File: config.mk
export PLATFORM = sky130hd
export DESIGN_NAME = cacheline_adaptor
export DESIGN_NICKNAME = d
export VERILOG_FILES = /design/src/rtl/cache_mem_types.sv /design/src/rtl/cacheline_adaptor.sv
export SDC_FILE = /design/constraint.sdc
export NUM_CORES = 1
export LEC_CHECK = 0
export ABC_AREA = 1
export ABC_CLOCK_PERIOD_IN_PS = 3280
export BUFFER_PORTS_ARGS = -buffer_cell sky130_fd_sc_hd__buf_2
export CORE_AREA = 2 2 281 283
export CTS_CLUSTER_DIAMETER = 50
export DETAILED_ROUTE_END_ITERATION = 16
export DIE_AREA = 0 0 283 285
export PLACE_DENSITY = 0.68
export REMOVE_ABC_BUFFERS = 1
export SLEW_MARGIN = 20
export SYNTH_ARGS = -nofsm -noshare
export SYNTH_HDL_FRONTEND = slang
export SYNTH_SLANG_ARGS = --single-unit
File: constraint.sdc
create_clock -name clk -period 3.28 [get_ports clk]
set_input_delay 0.164 -clock clk [delete_from_list [all_inputs] [get_ports clk]]
set_output_delay 0.164 -clock clk [all_outputs]
set_load 0.05 [all_outputs]
File: src/rtl/cache_mem_types.sv
// Shared cache/memory constants and the adaptor state encoding.
// Imported by cacheline_adaptor and by the cache that drives it.
package cache_mem_types;

    localparam int BURST_W   = 64;
    localparam int BURST_LEN = 4;
    localparam int LINE_W    = BURST_W * BURST_LEN;

    typedef enum logic [1:0] {
        IDLE  = 2'd0,
        READ  = 2'd1,
        WRITE = 2'd2,
        DONE  = 2'd3
    } state_e;

endpackage

File: src/rtl/cacheline_adaptor.sv
// Purpose: splits a cache line into BURST_LEN memory beats (write) or gathers beats into a line (read).
// Latency: read_o/write_o one cycle after accept; resp_o one cycle after the last accepted beat.
// Backpressure: memory stalls the burst by holding resp_i low; CACHELINE_ADAPTOR_ASSERT_EN enables protocol checks.
module cacheline_adaptor #(
    parameter  int BURST_W   = cache_mem_types::BURST_W,
    parameter  int BURST_LEN = cache_mem_types::BURST_LEN,
    parameter  int ADDR_W    = 32,
    localparam int LINE_W    = BURST_W * BURST_LEN
) (
    input  logic              clk,
    input  logic              rst,
    input  logic [LINE_W-1:0] line_i,
    output logic [LINE_W-1:0] line_o,
    input  logic [ADDR_W-1:0] address_i,
    input  logic              read_i,
    input  logic              write_i,
    output logic              resp_o,
    input  logic [BURST_W-1:0] burst_i,
    output logic [BURST_W-1:0] burst_o,
    output logic [ADDR_W-1:0] address_o,
    output logic              read_o,
    output logic              write_o,
    input  logic              resp_i
);

    import cache_mem_types::*;

    localparam int CNT_W = $clog2(BURST_LEN);
    localparam logic [ADDR_W-1:0] OFF_MASK = ADDR_W'(LINE_W / 8 - 1);

    state_e              state_q, state_d;
    logic [CNT_W-1:0]    cnt_q;
    logic [ADDR_W-1:0]   addr_q;
    logic [LINE_W-1:0]   wline_q;
    logic [LINE_W-1:0]   rbuf_q, rbuf_nxt;
    logic [LINE_W-1:0]   line_q;
    logic                read_q, write_q, resp_q;
    logic                accept, beat_acc, last_beat;

    assign accept    = (state_q == IDLE) && (read_i || write_i);
    assign beat_acc  = resp_i && ((state_q == READ) || (state_q == WRITE));
    assign last_beat = beat_acc && (cnt_q == CNT_W'(BURST_LEN - 1));

    always_comb begin
        state_d = state_q;
        case (state_q)
            IDLE: begin
                if (read_i)       state_d = READ;
                else if (write_i) state_d = WRITE;
            end
            READ, WRITE: begin
                if (last_beat) state_d = DONE;
            end
            DONE:    state_d = IDLE;
            default: state_d = IDLE;
        endcase
    end

    // Assembly buffer with the current beat merged in, so the final beat can land in line_o directly.
    always_comb begin
        rbuf_nxt = rbuf_q;
        if (beat_acc && (state_q == READ)) begin
            rbuf_nxt[cnt_q*BURST_W +: BURST_W] = burst_i;
        end
    end

    always_ff @(posedge clk or negedge rst) begin
        if (!rst) begin
            state_q <= IDLE;
            cnt_q   <= '0;
            addr_q  <= '0;
            wline_q <= '0;
            rbuf_q  <= '0;
            line_q  <= '0;
            read_q  <= 1'b0;
            write_q <= 1'b0;
            resp_q  <= 1'b0;
        end else begin
            state_q <= state_d;
            read_q  <= (state_d == READ);
            write_q <= (state_d == WRITE);
            resp_q  <= (state_d == DONE);
            if (accept) begin
                addr_q <= address_i & ~OFF_MASK;
                cnt_q  <= '0;
                if (!read_i) begin
                    wline_q <= line_i;
                end
            end else if (beat_acc) begin
                cnt_q  <= last_beat ? '0 : cnt_q + CNT_W'(1);
                rbuf_q <= rbuf_nxt;
                if (last_beat && (state_q == READ)) begin
                    line_q <= rbuf_nxt;
                end
            end
        end
    end

    assign read_o    = read_q;
    assign write_o   = write_q;
    assign resp_o    = resp_q;
    assign address_o = addr_q;
    assign line_o    = line_q;
    assign burst_o   = write_q ? wline_q[cnt_q*BURST_W +: BURST_W] : '0;

`ifdef CACHELINE_ADAPTOR_ASSERT_EN
    a_resp_in_burst: assert property (@(posedge clk) disable iff (!rst)
        resp_i |-> ((state_q == READ) || (state_q == WRITE)))
        else $error("resp_i asserted outside a burst");

    a_rd_wr_excl: assert property (@(posedge clk) disable iff (!rst)
        !(read_o && write_o))
        else $error("read_o and write_o both high");

    a_addr_stable: assert property (@(posedge clk) disable iff (!rst)
        (read_o || write_o) ##1 (read_o || write_o) |-> $stable(address_o))
        else $error("address_o changed mid-burst");

    a_resp_pulse: assert property (@(posedge clk) disable iff (!rst)
        resp_o |=> !resp_o)
        else $error("resp_o wider than one cycle");
`else
    // Protocol checks compiled out.
`endif

endmodule

==> flow_metrics.py, run 1 <==
metrics = {
    "grt": {
        "globalRoute.totalOverflow": 0,
        "antenna_found_initial": 9,
        "grt_max_degree": 183,
        "groute.usage.overall_pct": 29.44,
        "grt_first_pass_wirelength_mm": 191.6,
        "first_global_vias": 35000,
    },
    "timing": {
        "worst_pin_slew_ns": 1.303,
        "fin_hold_ws_ns": 0.1248,
        "worst_slew_margin_rel_pct": 13.10,
        "rsz0062_at_grt": "no",
        "timing.final.ws_setup_ns": 0.1591,
        "slew_violations": 0,
        "finClkSkew_ns": 0.03202,
        "period_minus_slack_ns": 3.121,
        "finalHoldViolations": 0,
        "period_share_pct": 95.15,
        "final-setup-viol-count": 0,
        "fmaxAchievable_mhz": 320.4,
    },
    "place": {
        "detailedPlace.worstSlack_ns": 0.6016,
        "placement.io_buffers": 701,
        "dp.final_hpwl_mm": 70.51,
        "place.gp.congestion": 0.8427,
        "dp.cells": 6310,
    },
    "clocking": {
        "post_cts_setup_buffers": 0,
        "clock-sinks": 739,
        "cts-buffers-inserted": 93,
        "insertion_delay_to_the_later_sink_of_the_worst_skew_pair_ns": 0.63,
        "cts-htree-levels": 3,
        "ctsLongestPathBuffers": 3,
        "clk_transition_reported_paths_ns": 0.06,
        "cts_tree": "built",
        "cts_root_buf": "sky130_fd_sc_hd__clkbuf_16",
    },
    "floorplanning": {
        "die_width_microns": 283,
        "placementRows": 103,
        "die_h_microns": 285,
        "io_pins": 712,
        "die-area_sq_um": 80660,
        "initial_core_util_pct": 45.44,
        "floorplan.core_area_sq_um": 77970,
    },
    "synthesis": {
        "seq_area_frac_synth_pct": 52.19,
        "synth_edf_count": 0,
        "syn-instance-count": 4808,
        "top_ff_cell_synth": "sky130_fd_sc_hd__dfrtp_1",
        "yosys_warnings": 0,
        "netlist_top_cells_area": "sky130_fd_sc_hd__dfrtp_1 52%, sky130_fd_sc_hd__nand2_1 21%, sky130_fd_sc_hd__nand3_1 12%",
        "post_syn_area_per_cell_sq_um": 7.369,
        "synthesis.area_sq_um": 35430,
        "synth_top_cells_by_count": "2019 x sky130_fd_sc_hd__nand2_1, 837 x sky130_fd_sc_hd__nand3_1, 739 x sky130_fd_sc_hd__dfrtp_1",
        "post-synth-top-area-cell": "sky130_fd_sc_hd__dfrtp_1",
        "yosysTopAreaCellShare_pct": 52.19,
        "post_synth_num_cell_types": 17,
        "synth_async_sr_flop_share_pct": 100.0,
        "most_frequent_cell_after_synthesis": "sky130_fd_sc_hd__nand2_1",
        "ys_ff_latch": 739,
    },
    "drt": {
        "wirelength_met1_mm": 48.86,
        "avgViaCountPerCell": 5.263,
        "dr_wl_met3_mm": 9.884,
        "finalWirelength_mm": 122.0,
        "drc_errors": 0,
        "drt_iter0_markers": 3489,
        "drtPass1Iterations": 6,
        "wl_per_cell_microns": 17.77,
        "wl_met2_mm": 58.26,
        "detailroute.via_count": 36130,
        "top_signal_layer_used": "met5",
        "ant_nets": 0,
    },
    "critical_path": {
        "cp_data_arrival_time_ns": 2.96,
        "worst-path-max-fanout": 30,
        "crit_path_end_kind": "output pin",
        "worstPathRequired_ns": 3.12,
        "criticalPathCategory": "flop to output pin",
        "start_kind": "flop",
    },
    "finish": {
        "fill_cells": 6589,
        "finalNonFillerCells": 6865,
        "syn_to_final_growth_pct": 32.36,
        "multi_input_combinational_cell_area_sq_um": 14220,
        "finalCoreUtilization_pct": 60.15,
        "num-nets-final": 6097,
        "final-seq-area_sq_um": 18500,
        "drive_above_1_share_pct": 16.51,
    },
    "power": {
        "power_leakage_nw": 26.61,
        "p_sw_w": 0.01563,
        "sw_frac_of_total_pct": 41.09,
        "seqPwrFrac_pct": 35.4,
        "clk_network_pwr_share_pct": 28.1,
        "p_per_area_nw_per_um2": 811.2,
        "p_int_w": 0.02241,
        "combPwrFrac_pct": 36.6,
        "peak_supply_drop_uv": 737.2,
    },
    "run_status": {
        "status": "completed",
    },
    "flow_run": {
        "max_cap_viol_count": 0,
    },
    "hold_path": {
        "worst_hold_path_type": "input pin to flop",
    },
}
## cell families after synthesis
| group | Yosys count | synth area share (%) |
|---|---|---|
| AO/OA/AOI/OAI | 198 | 2.797 |
| adder cells (fa/ha/maj) | 7 | 0.2472 |
| buffers and inverters | 671 | 7.882 |
| flip-flops | 739 | 52.19 |
| other | 1 | 0.01058 |
| AND/OR/NAND/NOR | 3192 | 36.87 |
## final cells by class
class,instances,share of cell area (%)
Sequential cell,739,39.44
Multi-Input combinational cell,3402,30.32
Timing Repair Buffer,1158,17.80
Clock buffer,125,5.627
Tap cell,1050,2.801
Inverter,339,2.740
Clock inverter,44,1.222
Antenna cell,8,0.04269
## power groups by stage
stage | clock (W) | sequential (W) | combinational [W]
2_1_floorplan | 0 | 0.0139 | 0.00753
3_3_place_gp | 0 | 0.0133 | 0.0129
3_5_place_dp | 0 | 0.0135 | 0.0132
4_1_cts | 0.0108 | 0.0134 | 0.0136
5_1_grt | 0.0112 | 0.0137 | 0.0154
6_report | 0.0107 | 0.0135 | 0.0139
## path summary, 6_finish.rpt
kind                              startpoint  slack, ns  cells past startpoint           end
worst min-delay path                 write_i       0.12                      3    state_q[1]
worst max-delay path                cnt_q[1]       0.16                      7   burst_o[14]
min in group asynchronous                rst       0.13                      2   line_o[155]
worst min register to register  wline_q[207]       0.46                      2  wline_q[207]
max in group asynchronous                rst       2.06                      4    line_o[16]
worst max register to register      cnt_q[1]       0.66                      9   line_o[140]
## sequential cells by signal, indices dropped and copies added, names as in the netlist
signal     cells
write_o        1
cnt_q          2
read_o         1
line_o       256
resp_o         1
rbuf_q       193
address_o     27
wline_q      256
state_q        2
## layer usage
metal / vias up / GRT usage [%]
met1: 17210 / 37.96
met3: 301 / 5.672
met4: 6 / 12.81
met2: 1712 / 48.50
met5: - / 0
li1: 16900 / -
## critical path, stage by stage, from the launching register on
cell	delay, ns
sky130_fd_sc_hd__dfrtp_2	0.44
sky130_fd_sc_hd__inv_2	0.36
sky130_fd_sc_hd__buf_4	0.48
sky130_fd_sc_hd__buf_4	0.41
sky130_fd_sc_hd__nor2_1	0.08
sky130_fd_sc_hd__o21ai_0	0.14
sky130_fd_sc_hd__a21oi_1	0.11
sky130_fd_sc_hd__buf_2	0.27
## through the flow
stage	total power (W)	TNS [ns]	instance area (sq um)
after global placement	0.02627	0	39880
final	0.03805	0	46900
after CTS	0.03777	0	46870
after floorplan	0.02141	-7484.68	33930
after global routing	0.04031	0	46890
after detailed placement	0.02664	0	39880
## layout by cell type, fill, tap and decap left out, types with 9 or more instances in the layout
cell type / netlist / layout
sky130_fd_sc_hd__inv_1: 333 / 332
sky130_fd_sc_hd__dlygate4sd3_1: 0 / 378
sky130_fd_sc_hd__nor2_1: 328 / 325
sky130_fd_sc_hd__buf_2: 177 / 699
sky130_fd_sc_hd__nand2_1: 2019 / 2015
sky130_fd_sc_hd__a21oi_1: 66 / 66
sky130_fd_sc_hd__bufinv_16: 0 / 10
sky130_fd_sc_hd__inv_6: 0 / 9
sky130_fd_sc_hd__o21ai_0: 132 / 132
sky130_fd_sc_hd__clkbuf_1: 131 / 14
sky130_fd_sc_hd__clkinv_2: 0 / 15
sky130_fd_sc_hd__nor2_4: 3 / 10
sky130_fd_sc_hd__nand3_1: 837 / 837
sky130_fd_sc_hd__clkbuf_16: 0 / 94
sky130_fd_sc_hd__buf_12: 0 / 35
sky130_fd_sc_hd__clkbuf_8: 0 / 18
sky130_fd_sc_hd__dfrtp_1: 739 / 737
sky130_fd_sc_hd__buf_4: 14 / 42
## timing repair
action	CTS	global route
gates resized for setup	0	2
hold buffers	378	0
setup endpoints to repair	0	2
endpoints found under the hold margin	633	0
Note: power is estimated with default switching activity, not from simulation.
==> run 2, diff against run 1 <==
- BUFFER_PORTS_ARGS: -buffer_cell sky130_fd_sc_hd__buf_2 -> -buffer_cell sky130_fd_sc_hd__clkbuf_2
==> flow_metrics.py, run 2 (same netlist as run 1, synthesis figures left out) <==
metrics = {
    "run_status": {
        "status": "completed",
    },
    "finish": {
        "syn_to_final_growth_pct": 32.51,
        "num-nets-final": 6096,
        "drive_above_1_share_pct": 16.43,
        "final_common_cell": "sky130_fd_sc_hd__nand2_1",
        "finalCoreUtilization_pct": 60.21,
        "finalNonFillerCells": 6861,
        "fill_cells": 6657,
        "most-common-layout-cells": "2015 x sky130_fd_sc_hd__nand2_1, 837 x sky130_fd_sc_hd__nand3_1, 737 x sky130_fd_sc_hd__dfrtp_1, 699 x sky130_fd_sc_hd__clkbuf_2, 383 x sky130_fd_sc_hd__dlygate4sd3_1",
    },
    "critical_path": {
        "critical_path.reg2reg.startpoint": "cnt_q[0]",
        "critical_path_cell_count": 6,
        "critical-path-top-delay-family": "buffers and inverters",
        "crit_path_start": "cnt_q[0]",
        "cp_data_arrival_time_ns": 2.98,
        "timing.critical_path.slowest_stage_cell": "sky130_fd_sc_hd__buf_4",
        "start_kind": "flop",
        "worst-path-buf-inv": 2,
        "slowest_delay_ns": 0.70,
        "crit_path_end_kind": "output pin",
        "worst-r2r-cell-count": 8,
        "path_cells": "buf_4 > nor2_1 > nor2_1 > o21ai_0 > a21oi_1 > clkbuf_2",
        "worst-path-max-fanout": 69,
        "r2r_setup_slack_ns": 0.66,
        "path_common_cell": "sky130_fd_sc_hd__nor2_1",
        "worstPathRequired_ns": 3.12,
        "criticalPathCategory": "flop to output pin",
    },
    "timing": {
        "final-setup-viol-count": 0,
        "finalHoldViolations": 0,
        "period_share_pct": 95.73,
        "final.setup.tns_ns": 0,
        "rsz0062_at_grt": "no",
        "worst_pin_slew_ns": 1.226,
        "worst_slew_margin_rel_pct": 18.24,
        "fmaxAchievable_mhz": 318.5,
        "finClkSkew_ns": 0.02747,
        "slew_violations": 0,
        "timing.final.ws_setup_ns": 0.1399,
        "period_minus_slack_ns": 3.140,
        "fin_hold_ws_ns": 0.02899,
    },
    "place": {
        "placement.io_buffers": 701,
        "detailedPlace.worstSlack_ns": 0.6989,
        "place.gp.congestion": 0.8467,
        "dp.final_hpwl_mm": 70.50,
        "dp.cells": 6306,
    },
    "clocking": {
        "insertion_delay_to_the_later_sink_of_the_worst_skew_pair_ns": 0.65,
        "cts_root_buf": "sky130_fd_sc_hd__clkbuf_16",
        "cts-htree-levels": 3,
        "post_cts_setup_buffers": 0,
        "clock-sinks": 739,
        "cts-buffers-inserted": 91,
        "cts_tree": "built",
        "ctsLongestPathBuffers": 3,
        "clk_transition_reported_paths_ns": 0.06,
    },
    "power": {
        "p_int_w": 0.02247,
        "seqPwrFrac_pct": 35.4,
        "power_leakage_nw": 26.39,
        "p_sw_w": 0.01572,
        "peak_supply_drop_uv": 762.4,
        "sw_frac_of_total_pct": 41.16,
        "combPwrFrac_pct": 36.6,
        "p_per_area_nw_per_um2": 813.4,
        "clk_network_pwr_share_pct": 28.0,
    },
    "drt": {
        "avgViaCountPerCell": 5.242,
        "ant_nets": 0,
        "drtPass1Iterations": 7,
        "drc_errors": 0,
        "drt_iter0_markers": 3282,
        "detailroute.via_count": 35970,
        "wl_per_cell_microns": 17.79,
        "finalWirelength_mm": 122.1,
    },
    "floorplanning": {
        "placementRows": 103,
        "floorplan.core_area_sq_um": 77970,
        "die_width_microns": 283,
        "die-area_sq_um": 80660,
        "initial_core_util_pct": 45.44,
        "die_h_microns": 285,
        "io_pins": 712,
    },
    "hold_path": {
        "whs_path_depth": 3,
        "worst_hold_path_type": "input pin to flop",
        "min_from": "write_i",
    },
    "flow_run": {
        "max_cap_viol_count": 0,
    },
    "grt": {
        "grt_first_pass_wirelength_mm": 193.4,
        "grt_max_degree": 189,
        "globalRoute.totalOverflow": 0,
        "first_global_vias": 35200,
        "antenna_found_initial": 11,
        "groute.usage.overall_pct": 29.77,
    },
}
-- run 2: cell types whose count changed in the layout (fill, tap and decap cells not counted), moves of 3 or more --
| cell | previous run | this run |
|---|---|---|
| sky130_fd_sc_hd__buf_2 | 699 | 0 |
| sky130_fd_sc_hd__buf_4 | 42 | 38 |
| sky130_fd_sc_hd__clkbuf_16 | 94 | 91 |
| sky130_fd_sc_hd__clkbuf_2 | 0 | 699 |
| sky130_fd_sc_hd__clkbuf_8 | 18 | 15 |
| sky130_fd_sc_hd__clkinv_2 | 15 | 12 |
| sky130_fd_sc_hd__clkinv_4 | 3 | 6 |
| sky130_fd_sc_hd__dlygate4sd3_1 | 378 | 383 |
-- run 2: metal layers --
layer,track usage [%],vias to the layer above,part of all wire (%)
li1,-,16880,-
met1,38.26,17110,40
met2,48.60,1639,47
met3,5.848,333,8.3
met4,14.11,8,4.5
met5,0,-,0.041
-- run 2: worst paths after layout --
| path | end |
|---|---|
| setup reg to reg | rbuf_q[167] |
| hold reg to reg | wline_q[203] |
| min in group asynchronous | rbuf_q[155] |
| max in group asynchronous | wline_q[95] |
| hold / removal | wline_q[153] |
| setup / recovery | burst_o[27] |
-- run 2: repair_timing --
item                                    in CTS  in global routing
resized for setup                            0                  2
endpoints found under the setup margin       0                  5
endpoints found under the hold margin      692                  0
hold buffers                               383                  0
-- run 2: cell type report --
| cell class | instances | area (sq um) | share of cell area [%] |
|---|---|---|---|
| sequential | 739 | 18500 | 39.40 |
| multi-input combinational | 3402 | 14220 | 30.29 |
| timing repair buffer | 1159 | 8386 | 17.86 |
| clock buffer | 117 | 2515 | 5.357 |
| tap | 1050 | 1314 | 2.798 |
| inverter | 339 | 1287 | 2.742 |
| clock inverter | 49 | 713.2 | 1.519 |
| antenna | 6 | 15.01 | 0.03198 |
-- run 2: worst register-to-register path: stages, from the launching register on --
cell and delay, ns:
sky130_fd_sc_hd__dfrtp_4 0.55, sky130_fd_sc_hd__clkinv_2 0.14, sky130_fd_sc_hd__buf_4 0.27, sky130_fd_sc_hd__ha_1 0.28
sky130_fd_sc_hd__nand2_2 0.07, sky130_fd_sc_hd__buf_4 0.68, sky130_fd_sc_hd__nand2_1 0.30, sky130_fd_sc_hd__nand3_1 0.15
sky130_fd_sc_hd__nand2_1 0.07
-- run 2: per-stage QoR --
step | power [W] | instance area [sq um]
6_report | 0.03819 | 46950
3_5_place_dp | 0.02681 | 39860
3_3_place_gp | 0.02641 | 39860
4_1_cts | 0.03799 | 46920
2_1_floorplan | 0.02141 | 33930
5_1_grt | 0.04054 | 46950
-- run 2: power groups by stage --
stage               clock network, W  registers (W)  logic, W
floorplan                          0         0.0139   0.00753
global placement                   0         0.0134    0.0130
detailed placement                 0         0.0135    0.0133
CTS                           0.0108         0.0134    0.0138
global route                  0.0112         0.0138    0.0155
finish                        0.0107         0.0135    0.0140
